**src/rtl/mgt_01_mul_arbiter_pkg.sv**
```systemverilog
// Shared types and constants for the multiplier-sharing controller and its
// round-robin arbiter.
package mgt_01_mul_arbiter_pkg;

  localparam int XLEN      = 32;
  localparam int TAG_W     = 5;
  localparam int MUL_REQ_N = 2;

  typedef enum logic [1:0] {
    MUL_   = 2'd0,
    MULH   = 2'd1,
    MULHSU = 2'd2,
    MULHU  = 2'd3
  } mul_ops_e;

  localparam int OP_W = $bits(mul_ops_e);

  typedef enum logic [1:0] {
    IDLE  = 2'd0,
    ISSUE = 2'd1,
    WAIT  = 2'd2,
    RESP  = 2'd3
  } arb_state_e;

  typedef struct packed {
    logic [XLEN-1:0]  a;
    logic [XLEN-1:0]  b;
    mul_ops_e         op;
    logic [TAG_W-1:0] tag;
  } mul_req_t;

endpackage

```
**src/rtl/mgt_01_rr_arbiter2.sv**
```systemverilog
// Two-input round-robin grant. A sole requester always wins; on a tie the
// pointer picks, and after every grant the pointer moves to the other input.
module mgt_01_rr_arbiter2 (
  input  logic       clk_i,
  input  logic       rst_n_i,
  input  logic       clk_en_i,
  input  logic       arb_en_i,
  input  logic [1:0] req_i,
  output logic [1:0] gnt_o,
  output logic       gnt_id_o
);

  logic ptr_q;
  logic ptr_d;

  always_comb begin
    gnt_id_o = (req_i == 2'b11) ? ptr_q : req_i[1];
    gnt_o    = (arb_en_i && (req_i != 2'b00)) ? {gnt_id_o, ~gnt_id_o} : 2'b00;
    ptr_d    = ptr_q;
    if (gnt_o != 2'b00) begin
      ptr_d = ~gnt_id_o;
    end
  end

  always_ff @(posedge clk_i or negedge rst_n_i) begin
    if (!rst_n_i) begin
      ptr_q <= 1'b0;
    end else if (clk_en_i) begin
      ptr_q <= ptr_d;
    end
  end

endmodule

```
**src/rtl/mgt_01_mul_arbiter.sv**
```systemverilog
// Shares one multiplier between the integer pipe (port 0) and the FPU
// mantissa path (port 1): accept, issue, wait for the result, respond.
module mgt_01_mul_arbiter
  import mgt_01_mul_arbiter_pkg::*;
(
  input  logic                      clk_i,
  input  logic                      rst_n_i,
  input  logic                      clk_en_i,
  input  logic [MUL_REQ_N-1:0]      req_valid_i,
  output logic [MUL_REQ_N-1:0]      req_ready_o,
  input  logic [2*XLEN-1:0]         req_a_i,
  input  logic [2*XLEN-1:0]         req_b_i,
  input  logic [2*OP_W-1:0]         req_op_i,
  input  logic [2*TAG_W-1:0]        req_tag_i,
  input  logic                      kill_i,
  output logic                      mul_start_o,
  output logic [XLEN-1:0]           mul_a_o,
  output logic [XLEN-1:0]           mul_b_o,
  output logic [OP_W-1:0]           mul_op_o,
  input  logic                      mul_valid_i,
  input  logic [XLEN-1:0]           mul_result_i,
  output logic [MUL_REQ_N-1:0]      rsp_valid_o,
  input  logic [MUL_REQ_N-1:0]      rsp_ready_i,
  output logic [XLEN-1:0]           rsp_result_o,
  output logic [TAG_W-1:0]          rsp_tag_o,
  output logic                      busy_o,
  output logic [1:0]                dbg_state_o
);

  arb_state_e      state_q, state_d;
  mul_req_t        req_q, req_d;
  logic            owner_q, owner_d;
  logic            drop_q, drop_d;
  logic [XLEN-1:0] result_q, result_d;
  logic [1:0]      gnt;
  logic            gnt_id;
  logic            kill_int;

  // Kill only ever targets an operation owned by the integer pipe.
  assign kill_int = kill_i && !owner_q;

  mgt_01_rr_arbiter2 u_rr (
    .clk_i    (clk_i),
    .rst_n_i  (rst_n_i),
    .clk_en_i (clk_en_i),
    .arb_en_i ((state_q == IDLE) && clk_en_i),
    .req_i    (req_valid_i),
    .gnt_o    (gnt),
    .gnt_id_o (gnt_id)
  );

  // Handshakes: a transfer happens on a rising clk_i (with clk_en_i=1) where
  // valid and ready are both high. Request side: ready is the grant, offered
  // only in IDLE. Response side: rsp_valid_o[owner] holds with stable
  // result/tag until rsp_ready_i[owner] is seen; it never waits on ready.
  always_comb begin
    state_d     = state_q;
    req_d       = req_q;
    owner_d     = owner_q;
    drop_d      = drop_q;
    result_d    = result_q;
    mul_start_o = 1'b0;
    rsp_valid_o = '0;
    unique case (state_q)
      IDLE: begin
        if (gnt != 2'b00) begin
          owner_d   = gnt_id;
          req_d.a   = gnt_id ? req_a_i[2*XLEN-1:XLEN] : req_a_i[XLEN-1:0];
          req_d.b   = gnt_id ? req_b_i[2*XLEN-1:XLEN] : req_b_i[XLEN-1:0];
          req_d.op  = mul_ops_e'(gnt_id ? req_op_i[2*OP_W-1:OP_W] : req_op_i[OP_W-1:0]);
          req_d.tag = gnt_id ? req_tag_i[2*TAG_W-1:TAG_W] : req_tag_i[TAG_W-1:0];
          drop_d    = kill_i && !gnt_id;
          state_d   = ISSUE;
        end
      end
      ISSUE: begin
        mul_start_o = clk_en_i;
        if (kill_int) begin
          drop_d = 1'b1;
        end
        state_d = WAIT;
      end
      WAIT: begin
        if (kill_int) begin
          drop_d = 1'b1;
        end
        if (mul_valid_i) begin
          result_d = mul_result_i;
          state_d  = (drop_q || kill_int) ? IDLE : RESP;
        end
      end
      RESP: begin
        if (kill_int) begin
          state_d = IDLE;
        end else begin
          rsp_valid_o[owner_q] = 1'b1;
          if (rsp_ready_i[owner_q]) begin
            state_d = IDLE;
          end
        end
      end
      default: state_d = IDLE;
    endcase
  end

  always_ff @(posedge clk_i or negedge rst_n_i) begin
    if (!rst_n_i) begin
      state_q  <= IDLE;
      req_q    <= '0;
      owner_q  <= 1'b0;
      drop_q   <= 1'b0;
      result_q <= '0;
    end else if (clk_en_i) begin
      state_q  <= state_d;
      req_q    <= req_d;
      owner_q  <= owner_d;
      drop_q   <= drop_d;
      result_q <= result_d;
    end
  end

  assign req_ready_o  = gnt;
  assign mul_a_o      = req_q.a;
  assign mul_b_o      = req_q.b;
  assign mul_op_o     = req_q.op;
  assign rsp_result_o = result_q;
  assign rsp_tag_o    = req_q.tag;
  assign busy_o       = (state_q != IDLE);
  assign dbg_state_o  = state_q;

endmodule

```
**config.mk**
```make
export PLATFORM = sky130hd
export DESIGN_NAME = mgt_01_mul_arbiter
export DESIGN_NICKNAME = d
export VERILOG_FILES = /design/src/rtl/mgt_01_mul_arbiter_pkg.sv /design/src/rtl/mgt_01_rr_arbiter2.sv /design/src/rtl/mgt_01_mul_arbiter.sv
export SDC_FILE = /design/constraint.sdc
export NUM_CORES = 1
export LEC_CHECK = 0
export ABC_AREA = 1
export CORE_MARGIN = 3
export CORE_UTILIZATION = 38
export CTS_BUF_LIST = sky130_fd_sc_hd__clkbuf_8
export DETAILED_ROUTE_END_ITERATION = 8
export PLACE_DENSITY = 0.83
export SYNTH_ARGS = -nofsm -noshare
export SYNTH_HDL_FRONTEND = slang
export SYNTH_SLANG_ARGS = --single-unit
```
**constraint.sdc**
```tcl
create_clock -name clk_i -period 1.8 [get_ports clk_i]
set_clock_uncertainty 0.1 [all_clocks]
set_input_delay 0.18 -clock clk_i [delete_from_list [all_inputs] [get_ports clk_i]]
set_output_delay 0.18 -clock clk_i [all_outputs]
set_load 0.01 [all_outputs]
```
# --- After elaboration in Yosys (flattened, before gate mapping) ---
# Index checks and enable logic that the tools add are counted.
totals:
  ff_bits: 108
  in_bits: 183
  output_inout_bits: 111
  elab_cells: 61
op_classes:
  magnitude_cmp: 2
  n_eq_ne: 8
  n_mux: 22
  bitwise: 1
  n_reduce_logical: 19
op_table:
  columns: ["op", "n"]
  rows:
  - ["$mux 32", 2]
  - ["$mux 2", 9]
  - ["$pmux 2 s4", 1]
  - ["$reduce_and 4->1", 2]
  - ["$reduce_bool 2->1", 4]
  - ["$mux 1", 7]
  - ["$eq 2x2->1 const B", 3]
  - ["$reduce_and 3->1", 2]
  - ["$logic_and 1x1->1", 5]
  - ["$mux 5", 1]
  - ["$ne 2x1->1 const B", 2]
  - ["$ne 3x3->1 const B", 1]
  - ["$eq 2x1->1 const B", 1]
  - ["$logic_not 1->1", 2]
  - ["$logic_not 2->1", 1]
  - ["$lt 1x2->1 const B", 1]
  - ["$ne 2x2->1 const B", 1]
  - ["$pmux 1 s2", 1]
  - ["$reduce_and 2->1", 1]
  - ["$reduce_or 2->1", 1]
  - ["$demux 1 s1", 1]
  - ["$ge 1x1->1 const B", 1]
  - ["$logic_or 1x1->1", 1]
  - ["$not 1->1", 1]

# --- Longest topological paths before layout ---
# Gate-level depths: netlist of run 1.
logic_depth:
  ltp_word: 7
  mapped_depth: 9

# --- Cells and area by module ---
# A second synthesis of run 1 with hierarchy kept.
hier_totals:
  cells_unflattened: 606
  hier_area_um2: 5102.4
by_module_without_submodules:
  columns: ["mod", "n_inst", "cells_each", "area_each_um2", "seq_area_each_um2"]
  rows:
  - ["mgt_01_mul_arbiter", 1, 589, 5012.3, 2677.6]
  - ["mgt_01_rr_arbiter2", 1, 17, 90.1, 25.0]

# --- Least setup slack after synthesis of run 1 ---
# Ideal clock, no wire load.
synth_path:
  kind: "reg2reg"
  start: "register state_q[0], in the netlist dbg_state_o[0]"
  end: "register result_q[10], in the netlist rsp_result_o[10]"
  setup_ns: 0.125
  arrival_ns: 1.480
  t_required_ns: 1.575
  setup_slack_ns: 0.095
  path_stages_with_launch: 6
  n_path_buf: 1
  synth_period_minus_slack_ns: 1.705
  cell_sequence: "dfrtp_1 -> inv_1 -> ha_1 -> nand3_1 -> buf_2 -> mux2_2"
synth_between:
  elab_chain_cells: 2
synth_lines:
  columns: ["item", "line", "rtl"]
  rows:
  - ["start, declared", "mgt_01_mul_arbiter.sv:30", "arb_state_e state_q, state_d;"]
  - ["start signal, assigned", "mgt_01_mul_arbiter.sv:114", "state_q <= state_d;"]
  - ["$eq 2x2->1", "mgt_01_mul_arbiter.sv:64", "unique case (state_q)"]
  - ["$reduce_and 3->1 (no line)", null, null]
  - ["end signal, assigned", "mgt_01_mul_arbiter.sv:118", "result_q <= result_d;"]
  - ["end, declared", "mgt_01_mul_arbiter.sv:34", "logic [XLEN-1:0] result_q, result_d;"]
# No other way between the ends.
# A chain may end at the register's enable or synchronous reset.

# --- Worst setup path in the final report of run 1 ---
layout_path:
  start: "register state_q[0], in the netlist dbg_state_o[0]"
  end: "output port dbg_state_o[0]"
layout_lines:
  columns: ["item", "line", "rtl"]
  rows:
  - ["end, declared", "mgt_01_mul_arbiter.sv:27", "output logic [1:0] dbg_state_o"]
# No word-level cell between the ends.

==> summary.md, run 1 <==
| Metric | Value |
|---|---|
| Initial antenna violation count | 0 |
| Post-synthesis net count | 706 |
| Most frequent cells in the layout | clkdlybuf4s50_1 (286), nand2_1 (236), dfrtp_1 (108), nand3_1 (77), mux2_2 (30) |
| Sw Share | 34.73% |
| Clock share of power | 13.1% |
| GRT Util Overall | 23.27% |
| Max-cap violations | 0 |
| Fin cells | 986 |
| Synth Instances | 518 |
| RePlAce Congestion | 0.8990 |
| Initial Util | 39.88% |
| TritonCTS clock tree | built |
| Crit-path max FO | 5 |
| Crit-path cells | buf_4, clkdlybuf4s50_1 |
| Dominant cells by area after synthesis | dfrtp_1 (58%), nand2_1 (19%), nand3_1 (8.3%), mux2_2 (7.2%), buf_2 (2.3%) |
| Setup bufs post-CTS | 0 |
| Max Fclk | 0.5656 GHz |
| Crit path largest cell delay | 0.58 ns |
| Vias per cell | 4.840 |
| Hold Violations, Final | 0 |
| Top Ports | 294 |
| Synth Area per Inst | 9.053 sq um |
| Post-route minimum period | 1.768 ns |
| DR pass1 iterations | 4 |
| Dominant cell type by area after synthesis | dfrtp_1 |
| FILL cells | 860 |
| Placed Area | 7938 sq um |
| Internal power | 7.524 mW |
| Comb pwr share | 50.3% |
| WL/cell | 16.68 microns |
| GR Overflow Total | 0 |
| Post-DP HPWL | 12,840 microns |
| Vias in the first global route | 4,810 |
| Most common cell after layout, fill and taps aside | clkdlybuf4s50_1 |
| Post-DRT Antenna Nets | 0 |
| Syn. warnings | 0 |
| Post-synthesis sequential area ratio | 57.63% |
| Largest net degree at the start of global routing | 42 |
| R2R Path Start | dbg_state_o[0] |
| CTS max path bufs | 2 |
| Netlist Area Pre-Place | 4689 sq um |
| Clock transition at the registers of the reported paths | 0.11 ns |
| Hold Path Class | in2async |
| Static Leak | 3.660 nW |
| Clk root buf | clkbuf_8 |
| R2R Setup Slk | 0.09 ns |
| Peak VDD IR | 0.8491 mV |
| Fin crit share | 98.22% |
| Initial DRC count | 287 |
| Ant. Diodes | 0 |
| Clock Sinks | 108 |
| Worst path slowest cell | clkdlybuf4s50_1 |
| Final WL | 16,440 microns |
| Run status | finished clean |
| Top cell type's share of synthesized area | 57.63% |
| Vias | 4,772 |
| Slew Limit Fails | 0 |
| Worst EP required | 1.52 ns |
| Sequential share of power | 36.6% |
| Num CTS Buffers | 9 |
| Worst Path Arrival | 1.49 ns |
| Nets | 1,006 |
| Final Cell Area | 8177 sq um |
| Die area | 13,710 sq um |
| Kind of critical path | reg2out |
| Pwr Total | 11.53 mW |
| NetSw | 4.003 mW |
| Post-route DRC | 0 |
| Reg2reg path depth | 6 |
| Setup TNS | 0 ns |
| Worst skew pair latency | 0.36 ns |
| Max-slew headroom | 65.98% |
| Port Buffers | 293 |
| Setup Viol. Count Final | 0 |
| Post-synth cell types | 17 |
| Crit. End Element | primary output |
| First-pass GRT wire length | 24,530 microns |
| Die width | 117.1 microns |
| Slew @ Worst Pin | 0.5102 ns |
| Final hold slack | 0.1881 ns |
| Dpl cells | 970 |
| Worst setup SP type | flip-flop |
| Layout cells sized above 1 | 9.732% |
| FP Rows | 39 |
| # H-tree levels | 3 |
| Seq cells post-synth | 108 |
| Area Overhead vs Synth | 74.36% |
| Core Footprint | 11,760 sq um |
| Die height | 117.1 microns |
| RSZ-0062 raised after global routing | yes |
| Power per cell area | 1410 nW/um^2 |
| Reg2reg end | rsp_result_o[15] |
critical path, delay by kind of cell (launching register included):
family	cells	cell delay (ns)
DFF	1	0.38
buffers and inverters	2	0.74
cells in the mapped netlist (all sizes together):
library cell and instances:
nand3b 1, nand2 237, nor3b 1, o21ai 1
nand3 79, mux2 32, buf 23, clkbuf 2
a21oi 4, inv 16, nor2 9, ha 5
dfrtp 108
registers in the layout, indices dropped and copies added (netlist names):
register	cells
rsp_tag_o	5
drop_q	1
u_rr.ptr_q	1
mul_a_o	32
rsp_result_o	32
mul_b_o	32
mul_op_o	2
owner_q	1
dbg_state_o	2
repair_timing:
action	in CTS	in global routing
hold endpoints to repair	33	0
resized for setup	20	7
hold buffers	1	0
setup endpoints to repair	6	4
cell families (layout without fill, tap and decap cells):
family | count (synthesis) | after routing | synth area share, %
buffers and inverters | 41 | 345 | 3.949
muxes | 32 | 32 | 7.684
DFF | 108 | 108 | 57.63
adders and majority gates | 5 | 5 | 1.334
and+or+nand+nor | 327 | 327 | 28.87
AOI/OAI and AO/OA | 5 | 5 | 0.5335
how the worst max path moves through the flow:
stage                    from                to  slack (ns)  depth (start not counted)
6_report       dbg_state_o[0]    dbg_state_o[0]        0.03                          2
4_1_cts        dbg_state_o[0]            busy_o      -0.008                          5
3_3_place_gp   req_valid_i[1]    req_ready_o[0]       -0.16                          6
2_1_floorplan  dbg_state_o[0]  rsp_result_o[10]         0.1                          5
5_1_grt        dbg_state_o[0]    rsp_valid_o[0]       -0.02                          4
3_5_place_dp   req_valid_i[1]    req_ready_o[0]       -0.18                          6
through the flow:
step                setup slack (ns)  util, %
floorplan                    0.09524        -
global placement             -0.1595    67.50
detailed placement           -0.1833    67.50
CTS                        -0.007606    69.42
global route                -0.01992    69.53
finish                       0.03197    69.53
power groups by stage:
stage / registers (mW) / clock network [mW] / logic, mW
6_report: 4.22 / 1.51 / 5.80
5_1_grt: 4.35 / 1.63 / 6.27
4_1_cts: 4.22 / 1.54 / 5.82
3_5_place_dp: 4.24 / 0 / 5.79
3_3_place_gp: 4.17 / 0 / 5.64
2_1_floorplan: 4.72 / 0 / 1.72
layer usage:
| layer | vias to the layer above | routed length, microns | GRT usage [%] |
|---|---|---|---|
| li1 | 2243 | - | - |
| met1 | 2249 | 6159 | 27.05 |
| met3 | 31 | 1456 | 6.118 |
| met2 | 249 | 8338 | 40.65 |
| met5 | - | 0 | 0 |
| met4 | 0 | 490 | 9.862 |
layout make-up:
cell class / count / area [sq um] / share of cell area [%]
Inverter: 16 / 60.06 / 0.7345
Timing Repair Buffer: 314 / 3163 / 38.68
Multi-Input combinational cell: 369 / 1847 / 22.59
Clock buffer: 10 / 137.6 / 1.683
Clock inverter: 5 / 61.31 / 0.7498
Tap cell: 164 / 205.2 / 2.510
Sequential cell: 108 / 2703 / 33.05
Power figures use the tool's default switching activity.
==> run 2: changes to the inputs <==
Settings changed: CORE_UTILIZATION 38 to 34, PLACE_DENSITY 0.83 to 0.78, SKIP_LAST_GASP set to 1.
Clock period 1.8 ns to 1.6 ns, I/O delays scaled along.
==> run 2 against run 1 <==
Effect of this change:
- the flow now finishes with violations (negative setup slack)
- worst hold slack improved by 0.036 ns
- sequential share of layout area shrank 1.9 points
- utilization fell by 4.5 points
- register-to-register slack got worse by 0.18 ns
- largest cell class unchanged
- highest routed layer unchanged
==> summary.md, run 2 (synthesized netlist as in run 1, its figures left out) <==
| Metric | Value |
|---|---|
| Post-DP HPWL | 11,670 microns |
| GRT Util Overall | 20.55% |
| Vias in the first global route | 4,679 |
| Setup TNS | -3.633 ns |
| Nets | 1,028 |
| RePlAce Congestion | 0.7866 |
| Max Fclk | 0.5917 GHz |
| Final WL | 17,060 microns |
| Initial Util | 35.13% |
| Dpl ws | -0.3377 ns |
| Crit-path max FO | 3 |
| RSZ-0062 raised after global routing | yes |
| Die height | 123.4 microns |
| Top Ports | 294 |
| Core Footprint | 13,350 sq um |
| Die width | 123.4 microns |
| Pwr Total | 12.93 mW |
| Worst Slack Setup Final | -0.09006 ns |
| Slew @ Worst Pin | 0.3699 ns |
| R2R Path Start | dbg_state_o[1] |
| Port Buffers | 293 |
| First-pass GRT wire length | 24,120 microns |
| Clk root buf | clkbuf_8 |
| Hold Violations, Final | 0 |
| Slew Limit Fails | 0 |
| Clock Sinks | 108 |
| Setup Viol. Count Final | 72 |
| Largest net degree at the start of global routing | 69 |
| Fin crit share | 105.6% |
| Crit. End Element | primary output |
| Area Overhead vs Synth | 85.17% |
| Num CTS Buffers | 9 |
| Worst setup SP type | flip-flop |
| GR Overflow Total | 0 |
| Static Leak | 4.383 nW |
| Max-slew headroom | 75.34% |
| Die area | 15,240 sq um |
| TritonCTS clock tree | built |
| Post-route DRC | 0 |
| # H-tree levels | 3 |
| Layout cells sized above 1 | 13.73% |
| Peak VDD IR | 0.8450 mV |
| Vias per cell | 4.736 |
| Hold Path Class | in2async |
| Post-route minimum period | 1.690 ns |
| Vias | 4,835 |
| Max-cap violations | 0 |
| DR pass1 iterations | 4 |
| R2R Setup Slk | -0.09 ns |
| Initial antenna violation count | 0 |
| Most common cell after layout, fill and taps aside | nand2_1 |
| CTS max path bufs | 2 |
| Worst skew pair latency | 0.36 ns |
| Initial DRC count | 170 |
| Run status | finished with violations |
| Failing checks | negative setup slack |
| Most frequent cells in the layout | nand2_1 (234), clkdlybuf4s50_1 (232), dfrtp_1 (107), nand3_1 (75), dlymetal6s2s_1 (39) |
| FP Rows | 42 |
| Kind of critical path | reg2out |
| Critical Path Start | dbg_state_o[1] |
| Post-DRT Antenna Nets | 0 |
| Worst EP required | 1.34 ns |
| Power per cell area | 1489 nW/um^2 |
| Worst Path Arrival | 1.43 ns |
| WL/cell | 16.71 microns |
| Clock transition at the registers of the reported paths | 0.10 ns |
| Ant. Diodes | 0 |
[run 2: cell types whose count changed in the layout (fill, tap and decap cells not counted), moves of 3 or more]
cell | before | now
buf_12 | 7 | 10
buf_6 | 0 | 13
buf_8 | 0 | 3
clkbuf_16 | 0 | 3
clkdlybuf4s50_1 | 286 | 232
dlygate4sd2_1 | 1 | 15
dlymetal6s2s_1 | 0 | 39
mux2_4 | 0 | 3
nand2_4 | 0 | 3
[run 2: area by class of cell]
class                   instances  area [sq um]
fillers                      1079          4664
repair buffers                336          3606
inverters                      16         65.06
well taps                     176         220.2
multi-input cells             369          1913
clock inverters                 7         51.30
flip-flops and latches        108          2704
clock buffers                   9         123.9
[run 2: timing repair]
| action | CTS | global route |
|---|---|---|
| setup buffers | 8 | 4 |
| endpoints found under the hold margin | 108 | 0 |
| gates resized for setup | 63 | 70 |
| pin swaps | 5 | 12 |
| setup endpoints to repair | 124 | 144 |
| hold buffers | 2 | 0 |
| gates cloned | 4 | 3 |
[run 2: power by group]
part           switching (mW)  internal (mW)
registers               0.721           4.01
clock network           0.956          0.573
logic                    2.86           3.81
total                    4.54           8.39
[run 2: final timing paths]
path / end / cells after the start
max: rsp_valid_o[1] / 6
min: mul_a_o[27] / 3
max reg2reg: rsp_result_o[17] / 6
min reg2reg: drop_q / 2
max in group asynchronous: mul_b_o[28] / 3
min in group clk_i: mul_a_o[15] / 3
[run 2: layer usage]
layer | global-route usage [%] | part of all wire (%) | vias to the layer above
li1 | - | - | 2306
met5 | 0 | 0 | -
met1 | 23.13 | 38 | 2264
met2 | 35.17 | 49 | 239
met3 | 8.051 | 11 | 26
met4 | 7.682 | 2.4 | 0
[run 2: worst max-delay path: stages (launching register included)]
cell	delay [ns]
dfrtp_1	0.44
buf_6	0.15
ha_4	0.17
nand2_4	0.07
buf_6	0.10
inv_4	0.02
buf_6	0.10
[run 2: metrics by stage]
stage                     utilization (%)  hold slack (ns)  area, sq um  cells
final                               65.05           0.2240         8683   1021
after global routing                65.05           0.2118         8683   1021
after CTS                           63.46           0.1964         8471   1020
after detailed placement            60.10          -0.1278         8021    990
after global placement              60.10          -0.1283         8021    990
after floorplan                         -          -0.2356         4708    518
==> run 3: changes to the inputs <==
Settings changed: CORE_UTILIZATION 34 to 33, CTS_BUF_LIST sky130_fd_sc_hd__clkbuf_8 to unset, GPL_TIMING_DRIVEN set to 0, PLACE_DENSITY 0.78 to 0.76, SETUP_SLACK_MARGIN set to 0.5.
==> run 3 against run 2 <==
Effect of this change:
- the run ends with negative hold slack, negative setup slack left
- maximum frequency is 1.5% lower
- wire length is 14% higher
- global-route usage is 1.1 points higher
- worst hold slack worse by 0.45 ns
- count of clock-buffer cells in the layout is 3 higher
- combinational power is 36% higher
- first-iteration DRC count is 19% higher
==> summary.md, run 3 (synthesized netlist as in run 1, its figures left out) <==
| Metric | Value |
|---|---|
| Comb pwr share | 55.4% |
| Register Area | 2705 sq um |
| Post-DRT Antenna Nets | 0 |
| # H-tree levels | 3 |
| Final Util | 73.03% |
| Final hold slack | -0.2280 ns |
| Port Buffers | 293 |
| Num CTS Buffers | 9 |
| RePlAce Congestion | 0.8353 |
| WL/cell | 17.79 microns |
| Vias in the first global route | 4,904 |
| Fin crit share | 107.2% |
| RSZ-0062 raised after global routing | yes |
| Worst setup SP type | flip-flop |
| Clock Sinks | 108 |
| Sw Share | 36.26% |
| Crit path largest cell delay | 0.44 ns |
| Crit. End Element | flip-flop |
| Area Overhead vs Synth | 111.1% |
| Most common cell after layout, fill and taps aside | clkdlybuf4s50_1 |
| Most frequent cells in the layout | clkdlybuf4s50_1 (182), nand2_1 (169), dfrtp_1 (106), buf_4 (81), nand3_2 (62) |
| First-pass GRT wire length | 26,690 microns |
| Worst EP required | 1.72 ns |
| GRT Util Overall | 21.66% |
| Worst path slowest cell | dfrtp_2 |
| Hold Violations, Final | 54 |
| Max Fclk | 0.5830 GHz |
| FILL cells | 959 |
| Setup Viol. Count Final | 106 |
| Die height | 125.2 microns |
| Run status | finished with violations |
| Final WL | 19,480 microns |
| Static Leak | 4.997 nW |
| Crit-path cells | buf_6, buf_6, ha_4, nand3_4, buf_8, mux2_2 |
| Uppermost layer routed | met4 |
| Slew Limit Fails | 0 |
| Worst skew pair latency | 0.34 ns |
| Max-cap violations | 0 |
| Post-route minimum period | 1.715 ns |
| Crit path top cell by count | buf_6 |
| Hold Path Class | in2async |
| Initial antenna violation count | 0 |
| CTS max path bufs | 2 |
| Internal power | 10.42 mW |
| Top Ports | 294 |
| Initial Util | 34.59% |
| Largest net degree at the start of global routing | 56 |
| Max-slew headroom | 50.41% |
| Sequential share of power | 30.6% |
| Ant. Diodes | 0 |
| Met3 WL | 1531 microns |
| Peak VDD IR | 0.9745 mV |
| GR Overflow Total | 0 |
| FP Rows | 42 |
| Clock transition at the registers of the reported paths | 0.07 ns |
| Layout cells sized above 1 | 45.92% |
| Power per cell area | 1651 nW/um^2 |
| Post-DP HPWL | 12,800 microns |
| Setup TNS | -7.135 ns |
| DR pass1 iterations | 4 |
| Met2 WL | 10,110 microns |
| Worst Slack Setup Final | -0.1154 ns |
| Core Footprint | 13,560 sq um |
| Initial DRC count | 202 |
| Worst Path Arrival | 1.84 ns |
| Vias | 5,241 |
| NetSw | 5.929 mW |
| Crit-path max FO | 10 |
| Failing checks | negative hold slack, negative setup slack |
| Kind of critical path | reg2reg |
| Clock share of power | 14.0% |
| Vias per cell | 4.786 |
| Clk root buf | clkbuf_16 |
| Nets | 1,102 |
| Die width | 125.2 microns |
| Slew @ Worst Pin | 0.7439 ns |
| Area of the multi-input gates | 2685 sq um |
| Dpl ws | -0.7659 ns |
| TritonCTS clock tree | built |
| Met1 wire length | 7504 microns |
| Die area | 15,680 sq um |
| Post-route DRC | 0 |
==> run 3: changes by cell type in the layout (fill, tap and decap cells not counted), moves of 11 or more <==
cell             delta
buf_4              +66
nand2_1            -65
nand3_1            -60
nand3_2            +60
clkbuf_2           +54
nand2_4            +51
clkdlybuf4s50_1    -50
buf_6              +41
dlymetal6s2s_1     -39
clkbuf_16          +17
dlygate4sd2_1      -15
nand2_2            +14
buf_2              +11
==> run 3: worst paths after layout <==
kind / start / endpoint / slack [ns] / cells past startpoint
worst min register to register: drop_q / drop_q / 0.40 / 2
worst max register to register: dbg_state_o[1] / rsp_result_o[1] / -0.12 / 6
max in group asynchronous: rst_n_i / mul_b_o[21] / 0.91 / 2
min in group clk_i: req_b_i[27] / mul_b_o[27] / 0.28 / 3
worst min-delay path: rst_n_i / rsp_result_o[14] / -0.23 / 1
worst max-delay path: dbg_state_o[1] / rsp_result_o[1] / -0.12 / 6
==> run 3: area by class of cell <==
class	instances	share of cell area (%)
Sequential cell	108	27.32
Clock buffer	12	2.591
Inverter	16	0.6571
Buffer	25	3.488
Timing Repair Buffer	385	36.12
Clock inverter	4	0.4802
Tap cell	176	2.224
Multi-Input combinational cell	369	27.12
==> run 3: per-stage QoR <==
stage | std cells | power [mW] | hold slack (ns) | cell area (sq um)
2_1_floorplan | 518 | 7.475 | -0.2356 | 4848
3_3_place_gp | 987 | 11.20 | 0.3778 | 8001
3_5_place_dp | 988 | 11.35 | 0.1690 | 8026
4_1_cts | 1028 | 14.15 | -0.2075 | 8622
5_1_grt | 1095 | 17.28 | -0.1783 | 9901
6_report | 1095 | 16.35 | -0.2280 | 9901
==> run 3: per-layer routing <==
layer  global-route usage (%)  vias to the layer above
met2                    37.99                      239
met3                    6.908                       23
met4                    6.314                        0
met1                    25.48                     2529
li1                         -                     2450
met5                        0                        -
==> run 3: worst max-delay path: cells and delay by family, from the launching register on <==
family | cells | cell delay, ns
adder cells (fa/ha/maj) | 1 | 0.16
buffers and inverters | 3 | 0.43
flip-flops | 1 | 0.44
multiplexers | 1 | 0.34
AND/OR/NAND/NOR | 1 | 0.13
==> run 3: what timing repair did <==
action	4_1_cts	5_1_grt
hold endpoints to repair	54	54
pin swaps	6	66
buffers inserted	23	58
setup endpoints to repair	219	219
gates resized for setup	215	400
gates cloned	1	9
==> run 3: power groups by stage <==
stage / logic, mW / registers [mW] / clock network, mW
after global placement: 6.47 / 4.74 / 0
after detailed placement: 6.56 / 4.79 / 0
after CTS: 7.05 / 4.77 / 2.33
after global routing: 9.67 / 5.14 / 2.46
after floorplan: 2.14 / 5.33 / 0
final: 9.06 / 5.00 / 2.29
